**config.mk**
```make
export PLATFORM = sky130hd
export DESIGN_NAME = fifo_wr_arbiter_flat
export DESIGN_NICKNAME = d
export VERILOG_FILES = /design/src/rtl/fifo_wr_arbiter_pkg.sv /design/src/rtl/fifo_wr_arbiter_if.sv /design/src/rtl/fifo_rr_pick.sv /design/src/rtl/fifo_wr_arbiter.sv /design/src/flat_wrapper.sv
export SDC_FILE = /design/constraint.sdc
export NUM_CORES = 1
export LEC_CHECK = 0
export ABC_AREA = 1
export BUFFER_PORTS_ARGS = -buffer_cell sky130_fd_sc_hd__buf_4
export CAP_MARGIN = 15
export CORE_ASPECT_RATIO = 1.5
export CORE_MARGIN = 3
export CORE_UTILIZATION = 46
export DETAILED_ROUTE_END_ITERATION = 10
export PLACE_DENSITY = 0.83
export SYNTH_ARGS = -nofsm -noshare
export SYNTH_HDL_FRONTEND = slang
export SYNTH_SLANG_ARGS = --single-unit
```
**constraint.sdc**
```tcl
create_clock -name clk -period 2.4 [get_ports clk]
set_input_delay 0.48 -clock clk [delete_from_list [all_inputs] [get_ports clk]]
set_output_delay 0.48 -clock clk [all_outputs]
set_load 0.01 [all_outputs]
```
**src/rtl/fifo_wr_arbiter_pkg.sv**
```systemverilog
// Shared definitions for the FIFO write arbiter: FSM encoding, statistics width
// and a clog2 helper usable in parameter expressions.
package fifo_wr_arbiter_pkg;

    typedef enum logic {
        ST_IDLE  = 1'b0,
        ST_BURST = 1'b1
    } arb_state_t;

    localparam int STAT_W = 16;

    // Never returns less than 1 so that index vectors stay legal for tiny sizes.
    function automatic int clog2(input int value);
        int r;
        r = 0;
        for (int v = value - 1; v > 0; v = v >> 1) begin
            r++;
        end
        return (r < 1) ? 1 : r;
    endfunction

endpackage

```
**src/rtl/fifo_wr_arbiter_if.sv**
```systemverilog
// Producer/FIFO write-side bundle seen by the arbiter. The slave modport is the
// arbiter; the master modport is whoever drives requests and the full flag.
interface fifo_wr_arbiter_if #(
    parameter int NUM_REQ = 4,
    parameter int DATA_W  = 8
);
    logic [NUM_REQ-1:0]        req;
    logic [NUM_REQ*DATA_W-1:0] req_data;
    logic [NUM_REQ-1:0]        gnt;
    logic                      full;
    logic                      we_enb;
    logic [DATA_W-1:0]         data_in;

    modport master (
        output req, req_data, full,
        input  gnt, we_enb, data_in
    );

    modport slave (
        input  req, req_data, full,
        output gnt, we_enb, data_in
    );
endinterface

```
**src/rtl/fifo_rr_pick.sv**
```systemverilog
// Combinational circular priority picker: first set req bit at or after ptr,
// wrapping modulo NUM_REQ. ptr must be below NUM_REQ.
module fifo_rr_pick
    import fifo_wr_arbiter_pkg::*;
#(
    parameter  int NUM_REQ = 4,
    localparam int PTR_W   = clog2(NUM_REQ)
) (
    input  logic [NUM_REQ-1:0] req,
    input  logic [PTR_W-1:0]   ptr,
    output logic               any,
    output logic [PTR_W-1:0]   winner
);

    logic [PTR_W-1:0]   idx [NUM_REQ];
    logic [NUM_REQ-1:0] rot;

    // rot[k] is the request k positions after ptr, idx[k] its real producer index.
    for (genvar gi = 0; gi < NUM_REQ; gi++) begin : g_rot
        logic [PTR_W:0] sum;
        assign sum     = {1'b0, ptr} + (PTR_W+1)'(gi);
        assign idx[gi] = (sum >= (PTR_W+1)'(NUM_REQ)) ? PTR_W'(sum - (PTR_W+1)'(NUM_REQ))
                                                       : sum[PTR_W-1:0];
        assign rot[gi] = req[idx[gi]];
    end

    always_comb begin
        any    = |req;
        winner = '0;
        for (int k = NUM_REQ - 1; k >= 0; k--) begin
            if (rot[k]) begin
                winner = idx[k];
            end
        end
    end

endmodule

```
**src/rtl/fifo_wr_arbiter.sv**
```systemverilog
// Round-robin burst write arbiter in front of a synchronous FIFO write port.
// Optional per-producer grant counters are enabled by defining FIFO_ARB_STATS_EN.
module fifo_wr_arbiter
    import fifo_wr_arbiter_pkg::*;
#(
    parameter  int NUM_REQ   = 4,
    parameter  int DATA_W    = 8,
    parameter  int BURST_LEN = 4,
    localparam int PTR_W     = clog2(NUM_REQ),
    localparam int CNT_W     = clog2(BURST_LEN + 1)
) (
    input  logic               clk,
    input  logic               rst_n,
    fifo_wr_arbiter_if.slave   bus,
    output logic               busy,
    output logic [PTR_W-1:0]   owner
`ifdef FIFO_ARB_STATS_EN
    ,
    input  logic                       stat_clr,
    output logic [NUM_REQ*STAT_W-1:0]  stat_cnt
`endif
);

    arb_state_t       state_reg, state_next;
    logic [PTR_W-1:0] ptr_reg, ptr_next;
    logic [PTR_W-1:0] owner_reg, owner_next;
    logic [CNT_W-1:0] beat_cnt_reg, beat_cnt_next;
    logic             busy_reg, busy_next;

    logic               pick_any;
    logic [PTR_W-1:0]   pick_winner;
    logic [NUM_REQ-1:0] gnt_w;
    logic [DATA_W-1:0]  masked [NUM_REQ];
    logic [DATA_W-1:0]  data_w;

    function automatic logic [PTR_W-1:0] ptr_inc(input logic [PTR_W-1:0] p);
        return (p == PTR_W'(NUM_REQ - 1)) ? '0 : p + 1'b1;
    endfunction

    fifo_rr_pick #(.NUM_REQ(NUM_REQ)) u_pick (
        .req    (bus.req),
        .ptr    (ptr_reg),
        .any    (pick_any),
        .winner (pick_winner)
    );

    always_ff @(posedge clk or negedge rst_n) begin
        if (!rst_n) begin
            state_reg    <= ST_IDLE;
            ptr_reg      <= '0;
            owner_reg    <= '0;
            beat_cnt_reg <= '0;
            busy_reg     <= 1'b0;
        end else begin
            state_reg    <= state_next;
            ptr_reg      <= ptr_next;
            owner_reg    <= owner_next;
            beat_cnt_reg <= beat_cnt_next;
            busy_reg     <= busy_next;
        end
    end

    always_comb begin
        state_next    = state_reg;
        ptr_next      = ptr_reg;
        owner_next    = owner_reg;
        beat_cnt_next = beat_cnt_reg;
        case (state_reg)
            ST_IDLE: begin
                if (pick_any && !bus.full) begin
                    owner_next    = pick_winner;
                    beat_cnt_next = CNT_W'(1);
                    if (BURST_LEN == 1) begin
                        ptr_next = ptr_inc(pick_winner);
                    end else begin
                        state_next = ST_BURST;
                    end
                end
            end
            ST_BURST: begin
                if (bus.req[owner_reg]) begin
                    // A full cycle is a stall: the beat count holds and the burst stays open.
                    if (!bus.full) begin
                        if (beat_cnt_reg < CNT_W'(BURST_LEN)) begin
                            beat_cnt_next = beat_cnt_reg + 1'b1;
                        end
                        if (beat_cnt_reg == CNT_W'(BURST_LEN - 1)) begin
                            state_next = ST_IDLE;
                            ptr_next   = ptr_inc(owner_reg);
                        end
                    end
                end else begin
                    state_next = ST_IDLE;
                    ptr_next   = ptr_inc(owner_reg);
                end
            end
            default: state_next = ST_IDLE;
        endcase
        busy_next = (state_next == ST_BURST);
    end

    // Grants are decoded straight from the current state so the FIFO write is zero-latency.
    always_comb begin
        gnt_w = '0;
        if (rst_n && !bus.full) begin
            case (state_reg)
                ST_IDLE:  if (pick_any)            gnt_w[pick_winner] = 1'b1;
                ST_BURST: if (bus.req[owner_reg])  gnt_w[owner_reg]   = 1'b1;
                default:  gnt_w = '0;
            endcase
        end
    end

    for (genvar gi = 0; gi < NUM_REQ; gi++) begin : g_mux
        assign masked[gi] = bus.req_data[gi*DATA_W +: DATA_W] & {DATA_W{gnt_w[gi]}};
    end

    always_comb begin
        data_w = '0;
        for (int k = 0; k < NUM_REQ; k++) begin
            data_w = data_w | masked[k];
        end
    end

    assign bus.gnt     = gnt_w;
    assign bus.we_enb  = |gnt_w;
    assign bus.data_in = data_w;
    assign busy        = busy_reg;
    assign owner       = owner_reg;

`ifdef FIFO_ARB_STATS_EN
    logic [STAT_W-1:0] stat_reg [NUM_REQ];

    for (genvar gi = 0; gi < NUM_REQ; gi++) begin : g_stat
        always_ff @(posedge clk or negedge rst_n) begin
            if (!rst_n) begin
                stat_reg[gi] <= '0;
            end else if (stat_clr) begin
                stat_reg[gi] <= '0;
            end else if (gnt_w[gi] && (stat_reg[gi] != {STAT_W{1'b1}})) begin
                stat_reg[gi] <= stat_reg[gi] + 1'b1;
            end
        end
        assign stat_cnt[gi*STAT_W +: STAT_W] = stat_reg[gi];
    end
`endif

endmodule
```
**src/flat_wrapper.sv**
```systemverilog
// flat-port wrapper written by rule: the top's interface ports become plain ports
module fifo_wr_arbiter_flat import fifo_wr_arbiter_pkg::*;
#(
    parameter  int NUM_REQ   = 4,
    parameter  int DATA_W    = 8,
    parameter  int BURST_LEN = 4,
    localparam int PTR_W     = clog2(NUM_REQ),
    localparam int CNT_W     = clog2(BURST_LEN + 1)
)
  (clk, rst_n, busy, owner, bus_req, bus_req_data, bus_full, bus_gnt, bus_we_enb, bus_data_in);
  fifo_wr_arbiter_if #(.NUM_REQ(NUM_REQ), .DATA_W(DATA_W)) bus_i ();
  input  logic clk;
  input  logic rst_n;
  output logic busy;
  output logic [PTR_W-1:0] owner;
  input wire logic [$bits(bus_i.req)-1:0] bus_req;
  input wire logic [$bits(bus_i.req_data)-1:0] bus_req_data;
  input wire logic [$bits(bus_i.full)-1:0] bus_full;
  output wire logic [$bits(bus_i.gnt)-1:0] bus_gnt;
  output wire logic [$bits(bus_i.we_enb)-1:0] bus_we_enb;
  output wire logic [$bits(bus_i.data_in)-1:0] bus_data_in;
  assign bus_i.req = bus_req;
  assign bus_i.req_data = bus_req_data;
  assign bus_i.full = bus_full;
  assign bus_gnt = bus_i.gnt;
  assign bus_we_enb = bus_i.we_enb;
  assign bus_data_in = bus_i.data_in;
  fifo_wr_arbiter #(.NUM_REQ(NUM_REQ), .DATA_W(DATA_W), .BURST_LEN(BURST_LEN)) u_core (.clk(clk), .rst_n(rst_n), .bus(bus_i), .busy(busy), .owner(owner));
endmodule
```
Yosys cells after proc, flatten, opt, wreduce, memory -nomap -nowiden
Index checks and enable logic that the tools add are counted.

cells by class
  add/sub/neg operators = 9
  order comparisons = 13
  equality and inequality tests = 8
  mux-type cells = 40
  bitwise logic cells = 8
  reductions and logical operators = 10

operator list
  operator               count
  $and A8 B8 Y8          4
  $mux W2                12
  $or A8 B8 Y8           3
  $lt A2 B3 Y1 const B   6
  $mux W3                4
  $mux W4                3
  $mux W1                11
  $bmux W1 S2            5
  $ne A2 B2 Y1 const B   5
  $ge A3 B3 Y1 const B   3
  $pmux W4 S2            1
  $reduce_or A4 Y1       2
  $sub A2 B1 Y2 const B  4
  $add A2 B2 Y3 const B  2
  $pmux W3 S2            1
  $demux W1 S2           2
  $ge A2 B1 Y1 const B   2
  $logic_and A1 B1 Y1    4
  $reduce_and A4 Y1      1
  $add A2 B1 Y3 const B  1
  $add A3 B1 Y3 const B  1
  $eq A3 B2 Y1 const B   1
  $ge A2 B3 Y1 const B   1
  $lt A3 B3 Y1 const B   1
  other kinds (8)        8

word-level totals
  register bits after elaboration = 8
  output and inout port bits = 16
  word-level logic and storage cells = 92

Longest topological paths before layout
  word-level depth = 20
  mapped depth = 17

By module
From an unflattened synthesis, not the netlist that was laid out.

second synthesis, totals
  cell total of the unflattened synthesis = 212
  area total of the unflattened synthesis = 1188.6 µm²

modules (own cells, without submodules)
  module           instances  cells an instance  area an instance (µm²)
  fifo_wr_arbiter  1          166                999.7
  fifo_rr_pick     1          46                 188.9

Worst setup path after synthesis
Ideal clock, no wire load.

  path type = reg2out
  from = register u_core.ptr_reg[0]
  to = output port bus_data_in[0]
  data arrival time = 1.473 ns
  required time = 1.920 ns
  path slack = 0.447 ns
  cell stages (with the launch flop) = 17
  path buffers = 1
  cell sequence = dfrtp_1 buf_6 inv_4 nand2_2 nand2_2 inv_2 nand2_1 nand3_1 nand2_1 nand2_1 nand2_2 nand2_1 nand2_2 nand3_1 nand2_1 inv_1 nand2_1

between the ends
  longest elaborated chain between the ends = 20
  elaborated cells on any way between the ends = 42

RTL lines
  item                                                                line                    RTL
  start: declaration                                                  fifo_wr_arbiter.sv:25   logic [PTR_W-1:0] ptr_reg, ptr_next;
  start signal: assignment                                            fifo_wr_arbiter.sv:56   ptr_reg <= ptr_next;
  $add A2 B2 Y3                                                       fifo_rr_pick.sv:21      assign sum = {1'b0, ptr} + (PTR_W+1)'(gi);
  $ge A3 B3 Y1 or $sub A2 B1 Y2 (tied branches)                       fifo_rr_pick.sv:22      assign idx[gi] = (sum >= (PTR_W+1)'(NUM_REQ)) ? PTR_W'(sum - (PTR_W+1)'(NUM_REQ))
  $mux W2                                                             fifo_rr_pick.sv:22
  $bmux W1 S2                                                         fifo_rr_pick.sv:24      assign rot[gi] = req[idx[gi]];
  $mux W1 (not written as such)                                       fifo_rr_pick.sv:24
  $mux W2 (3 in a row)                                                fifo_rr_pick.sv:31      if (rot[k]) begin
  $mux W2 *                                                           fifo_rr_pick.sv:31
  $lt A2 B3 Y1 (not written as such) or $ge A2 B1 Y1 (tied branches)  fifo_wr_arbiter.sv:107  ST_IDLE: if (pick_any) gnt_w[pick_winner] = 1'b1;
  $logic_and A1 B1 Y1 (not written as such)                           fifo_wr_arbiter.sv:107
  $mux W1 (not written as such)                                       fifo_wr_arbiter.sv:107
  $demux W1 S2 *                                                      --
  $mux W4 *                                                           fifo_wr_arbiter.sv:107
  $pmux W4 S2 *                                                       fifo_wr_arbiter.sv:106  case (state_reg)
  $mux W4 *                                                           fifo_wr_arbiter.sv:105  if (rst_n && !bus.full) begin
  $and A8 B8 Y8                                                       fifo_wr_arbiter.sv:115  assign masked[gi] = bus.req_data[gi*DATA_W +: DATA_W] & {DATA_W{gnt_w[gi]}};
  $or A8 B8 Y8 (2 in a row)                                           fifo_wr_arbiter.sv:121  data_w = data_w | masked[k];
  $or A8 B8 Y8 *                                                      fifo_wr_arbiter.sv:121
  end: declaration                                                    flat_wrapper.sv:21      output wire logic [$bits(bus_i.data_in)-1:0] bus_data_in;

Mark *: on every way between the ends. The rest lies on a longest branch, timed or not. The select of a mux whose other input is x is not followed.

Worst setup path in the final report
  from = register u_core.ptr_reg[0]
  to = output port bus_data_in[6]

Same word-level chain as after synthesis.

==> results.md <==
| Stage | Metric | Value |
| --- | --- | --- |
| run status | Result of the run | complete, but fails checks |
| run status | Violations in the final reports | negative setup slack |
| place | Number of I/O port buffers | 54 |
| routing | Average via count per standard cell | 5.572 |
| timing | FMAX | 390.2 MHz |
| die | Die area | 2986 um^2 |
| global route | Met3 usage | 0.02740 |
| clock network | CTS Root Cell | sky130_fd_sc_hd__clkbuf_4 |
| cells and area | Ant diodes | 0 |
| global route | Vias in the first global route | 1,485 |
| global route | Total routing resource utilization after global routing | 0.2774 |
| place | Post-DP HPWL | 2.749 mm |
| pwr | Peak supply drop | 0.9259 mV |
| routing | Router iterations before antenna repair | 5 |
| place | Pre-CTS WS | 0.03245 ns |
| cells and area | Area growth syn-to-layout | 69.40% |
| synth | Synthesized Nets | 240 |
| synth | Number of different library cells in the post-synthesis netlist | 20 |
| pwr | Power, Total | 2507 uW |
| clock network | Number of CTS-inserted buffers | 3 |
| timing | Min Tclk post-route | 2.563 ns |
| routing | Detailed Route Iter0 Violations | 86 |
| timing | Setup Viol. Count Final | 10 |
| clock network | # H-tree levels | 1 |
| clock network | Number of buffers added to fix hold violations after cts | 0 |
| synth | Post-synthesis area per instance | 5.557 um^2 |
| routing | Wire length per cell | 15.13 um |
| cells and area | Fraction of final layout cells with drive strength greater than 1 | 0.4483 |
| cells and area | Max reg flops | 3 |
| routing | Remaining antenna violation count | 0 |
| pwr | Pleak | 0.001058 uW |
| cells and area | Flip-flop and latch area | 202.7 um^2 |
| synth | Post-synthesis cell type with the largest combined area | sky130_fd_sc_hd__nand2_1 |
| cells and area | Post-route cell area | 1836 um^2 |
| timing | Accumulated negative setup slack | -1.126 ns |
| timing | Fraction of the cycle the final worst path needs | 1.068 |
| timing | Worst hold slack | 0.04430 ns |
| place | Post-DP Area | 1524 um^2 |
| die | Die height | 65.44 um |
| routing | Drc violations | 0 |
| timing | Final Skew | 0.001714 ns |
| global route | Initial antenna violation count | 0 |
| synth | Gate Count Post-Synth | 195 |
| cells and area | # nets final | 308 |
| clock network | Clock-pin transition on the worst setup and hold timing paths | 0.05 ns |
| worst setup path | Data arrival time at the worst-slack endpoint | 2.08 ns |
| timing | RSZ-0062 raised after global routing | true |
| global route | Met1 Usage GRT | 0.2912 |
| worst setup path | Classification of the worst setup path | flip-flop to primary output |
| pwr | Power density over cell area | 1366 nW/um^2 |
| clock network | Clock latency at the later pin of the worst-skew pair | 0.24 ns |
| timing | Actual slew at the worst max-slew pin | 0.3506 ns |
| synth | Proportion of synthesized flip-flops having asynchronous set or reset | 1.000 |
| global route | Residual overflow from global routing | 0 |
| timing | Worst slew margin | 0.7638 |
| synth | Cell types with the largest area share after synthesis | sky130_fd_sc_hd__nand2_1 23%, sky130_fd_sc_hd__nand3_1 20%, sky130_fd_sc_hd__dfrtp_1 18% |
| routing | Total number of vias | 1,577 |
| die | Row cnt | 20 |
| worst setup path | Crit path required time | 1.92 ns |
| die | Ports | 55 |
| worst hold path | Worst Hold Class | input port to async pin |
| cells and area | Count of filler cells inserted in the layout | 136 |
| clock network | Maximum number of buffers from clock root to sink | 2 |
| synth | Number of synthesized register bits | 8 |
| place | Placer's final routability congestion estimate | 0.9152 |
| global route | Wire length of the first global-routing pass | 6.285 mm |
| run | Maximum Capacitance Violations | 0 |
| timing | Setup slack of the critical path after layout | -0.1629 ns |
| global route | Pin count of the biggest net entering global routing | 11 |
| timing | Hold violation count in the final report | 0 |
| routing | Overall routed net length | 4.281 mm |
| synth | Primary flip-flop cell chosen by synthesis mapping | sky130_fd_sc_hd__dfrtp_1 |
| worst setup path | CP Capture Type | primary output |
| worst setup path | Worst Setup Start Kind | flip-flop |
| synth | Number of synthesis warnings | 0 |
| synth | Area share of the largest cell type after synthesis | 0.2286 |
| global route | Most heavily used metal layer in global routing | met2 |
| synth | Sequential-to-total area share from yosys stat | 0.1848 |
| worst setup path | Critical Path Fanout Max | 8 |
| timing | Total count of max-transition violations in the final report | 0 |
| synth | Area of the mapped netlist | 1084 um^2 |
| clock network | Clock tree from TritonCTS | done |
| die | Initial Utilization | 0.5094 |
| synth | Number of flops mapped to enable cells by yosys | 0 |
| die | Std-Cell Core Area | 2127 um^2 |
| cells and area | Area of the multi-input gates | 962.2 um^2 |
| global route | Met2 Use GR | 0.5175 |
| die | Chip Width | 45.63 um |
| clock network | # clock sinks | 8 |
path summary, 6_finish.rpt:
kind	from	end	slack, ns	depth (start not counted)
max in group asynchronous	rst_n	u_core.ptr_reg[0]	2.21	1
setup / recovery	u_core.ptr_reg[0]	bus_data_in[6]	-0.16	16
hold / removal	rst_n	u_core.owner[1]	0.04	1
min in group clk	u_core.beat_cnt_reg[1]	u_core.beat_cnt_reg[1]	0.51	2
hold reg to reg	u_core.beat_cnt_reg[1]	u_core.beat_cnt_reg[1]	0.51	2
setup reg to reg	u_core.ptr_reg[0]	u_core.owner[0]	0.80	10
cell usage in the layout (no fill, tap or decap):
master and instances:
sky130_fd_sc_hd__inv_1 30, sky130_fd_sc_hd__nor2_1 3, sky130_fd_sc_hd__a21oi_4 2, sky130_fd_sc_hd__ha_1 6, sky130_fd_sc_hd__nand3_1 35, sky130_fd_sc_hd__a21oi_1 3
sky130_fd_sc_hd__o21a_1 1, sky130_fd_sc_hd__inv_2 6, sky130_fd_sc_hd__o21ai_0 6, sky130_fd_sc_hd__clkbuf_4 3, sky130_fd_sc_hd__a21oi_2 2, sky130_fd_sc_hd__nand3_4 3
sky130_fd_sc_hd__nand3_2 6, sky130_fd_sc_hd__nand2_1 49, sky130_fd_sc_hd__dfrtp_1 6, sky130_fd_sc_hd__o21ai_2 1, sky130_fd_sc_hd__o31ai_1 1, sky130_fd_sc_hd__dfrtp_2 2
sky130_fd_sc_hd__nand4_1 2, sky130_fd_sc_hd__inv_4 2, sky130_fd_sc_hd__buf_6 3, sky130_fd_sc_hd__nand2_4 17, sky130_fd_sc_hd__clkinv_1 1, sky130_fd_sc_hd__o22ai_1 1
sky130_fd_sc_hd__buf_4 58, sky130_fd_sc_hd__nand2_2 12
layer usage:
| layer | up-vias | share of wire |
|---|---|---|
| met5 | - | 0 |
| met2 | 82 | 0.55 |
| met4 | 0 | 0.021 |
| met3 | 9 | 0.072 |
| met1 | 729 | 0.36 |
| li1 | 757 | - |
where the power goes:
part	total, uW	switching [uW]	internal, uW	leakage, uW
clock	95.9	39.1	56.8	0.0000138
combinational	2120	1320	802	0.000950
sequential	290	86.3	203	0.0000946
total	2510	1440	1060	0.00106
synth_stat cells (2+ instances only):
cell	count
sky130_fd_sc_hd__nand2_1	66
sky130_fd_sc_hd__o21ai_0	6
sky130_fd_sc_hd__dfrtp_1	8
sky130_fd_sc_hd__nand4_1	2
sky130_fd_sc_hd__nand3_1	44
sky130_fd_sc_hd__ha_1	6
sky130_fd_sc_hd__a21oi_2	3
sky130_fd_sc_hd__nor2_1	3
sky130_fd_sc_hd__nand2_2	8
sky130_fd_sc_hd__inv_2	5
sky130_fd_sc_hd__a21oi_1	4
sky130_fd_sc_hd__inv_1	32
cell type report:
class,instances,area share
inverters,39,0.08248
flip-flops and latches,8,0.1104
clock buffers,3,0.01227
multi-input cells,150,0.5242
repair buffers,61,0.2556
well taps,22,0.01500
logic make-up after synthesis:
family | Yosys count | synth area share
AO/OA/AOI/OAI | 17 | 0.09470
flip-flops | 8 | 0.1848
buffers and inverters | 41 | 0.1513
adder cells (fa/ha/maj) | 6 | 0.06928
AND/OR/NAND/NOR | 123 | 0.5000
through the flow:
stage / std cells / utilization
finish: 283 / 0.8629
global route: 283 / 0.8629
CTS: 283 / 0.8071
detailed placement: 272 / 0.7165
global placement: 272 / 0.7165
floorplan: 195 / -
worst max-delay path: stages (launching register included):
cell and delay (ns):
sky130_fd_sc_hd__dfrtp_2 0.47, sky130_fd_sc_hd__inv_4 0.13, sky130_fd_sc_hd__nand2_4 0.06, sky130_fd_sc_hd__nand2_4 0.08
sky130_fd_sc_hd__inv_2 0.04, sky130_fd_sc_hd__nand2_2 0.06, sky130_fd_sc_hd__nand3_2 0.10, sky130_fd_sc_hd__nand2_2 0.11
sky130_fd_sc_hd__nand2_4 0.08, sky130_fd_sc_hd__nand2_4 0.11, sky130_fd_sc_hd__nand2_4 0.07, sky130_fd_sc_hd__nand2_4 0.10
sky130_fd_sc_hd__nand3_2 0.09, sky130_fd_sc_hd__nand2_1 0.09, sky130_fd_sc_hd__inv_1 0.05, sky130_fd_sc_hd__nand2_1 0.08
sky130_fd_sc_hd__buf_6 0.10
timing repair:
action	in CTS	in global routing
setup buffers	4	0
pin swaps	14	15
setup endpoints to repair	12	13
gates cloned	4	0
resized for setup	28	30
No activity file was read; power rests on OpenSTA's default activity.
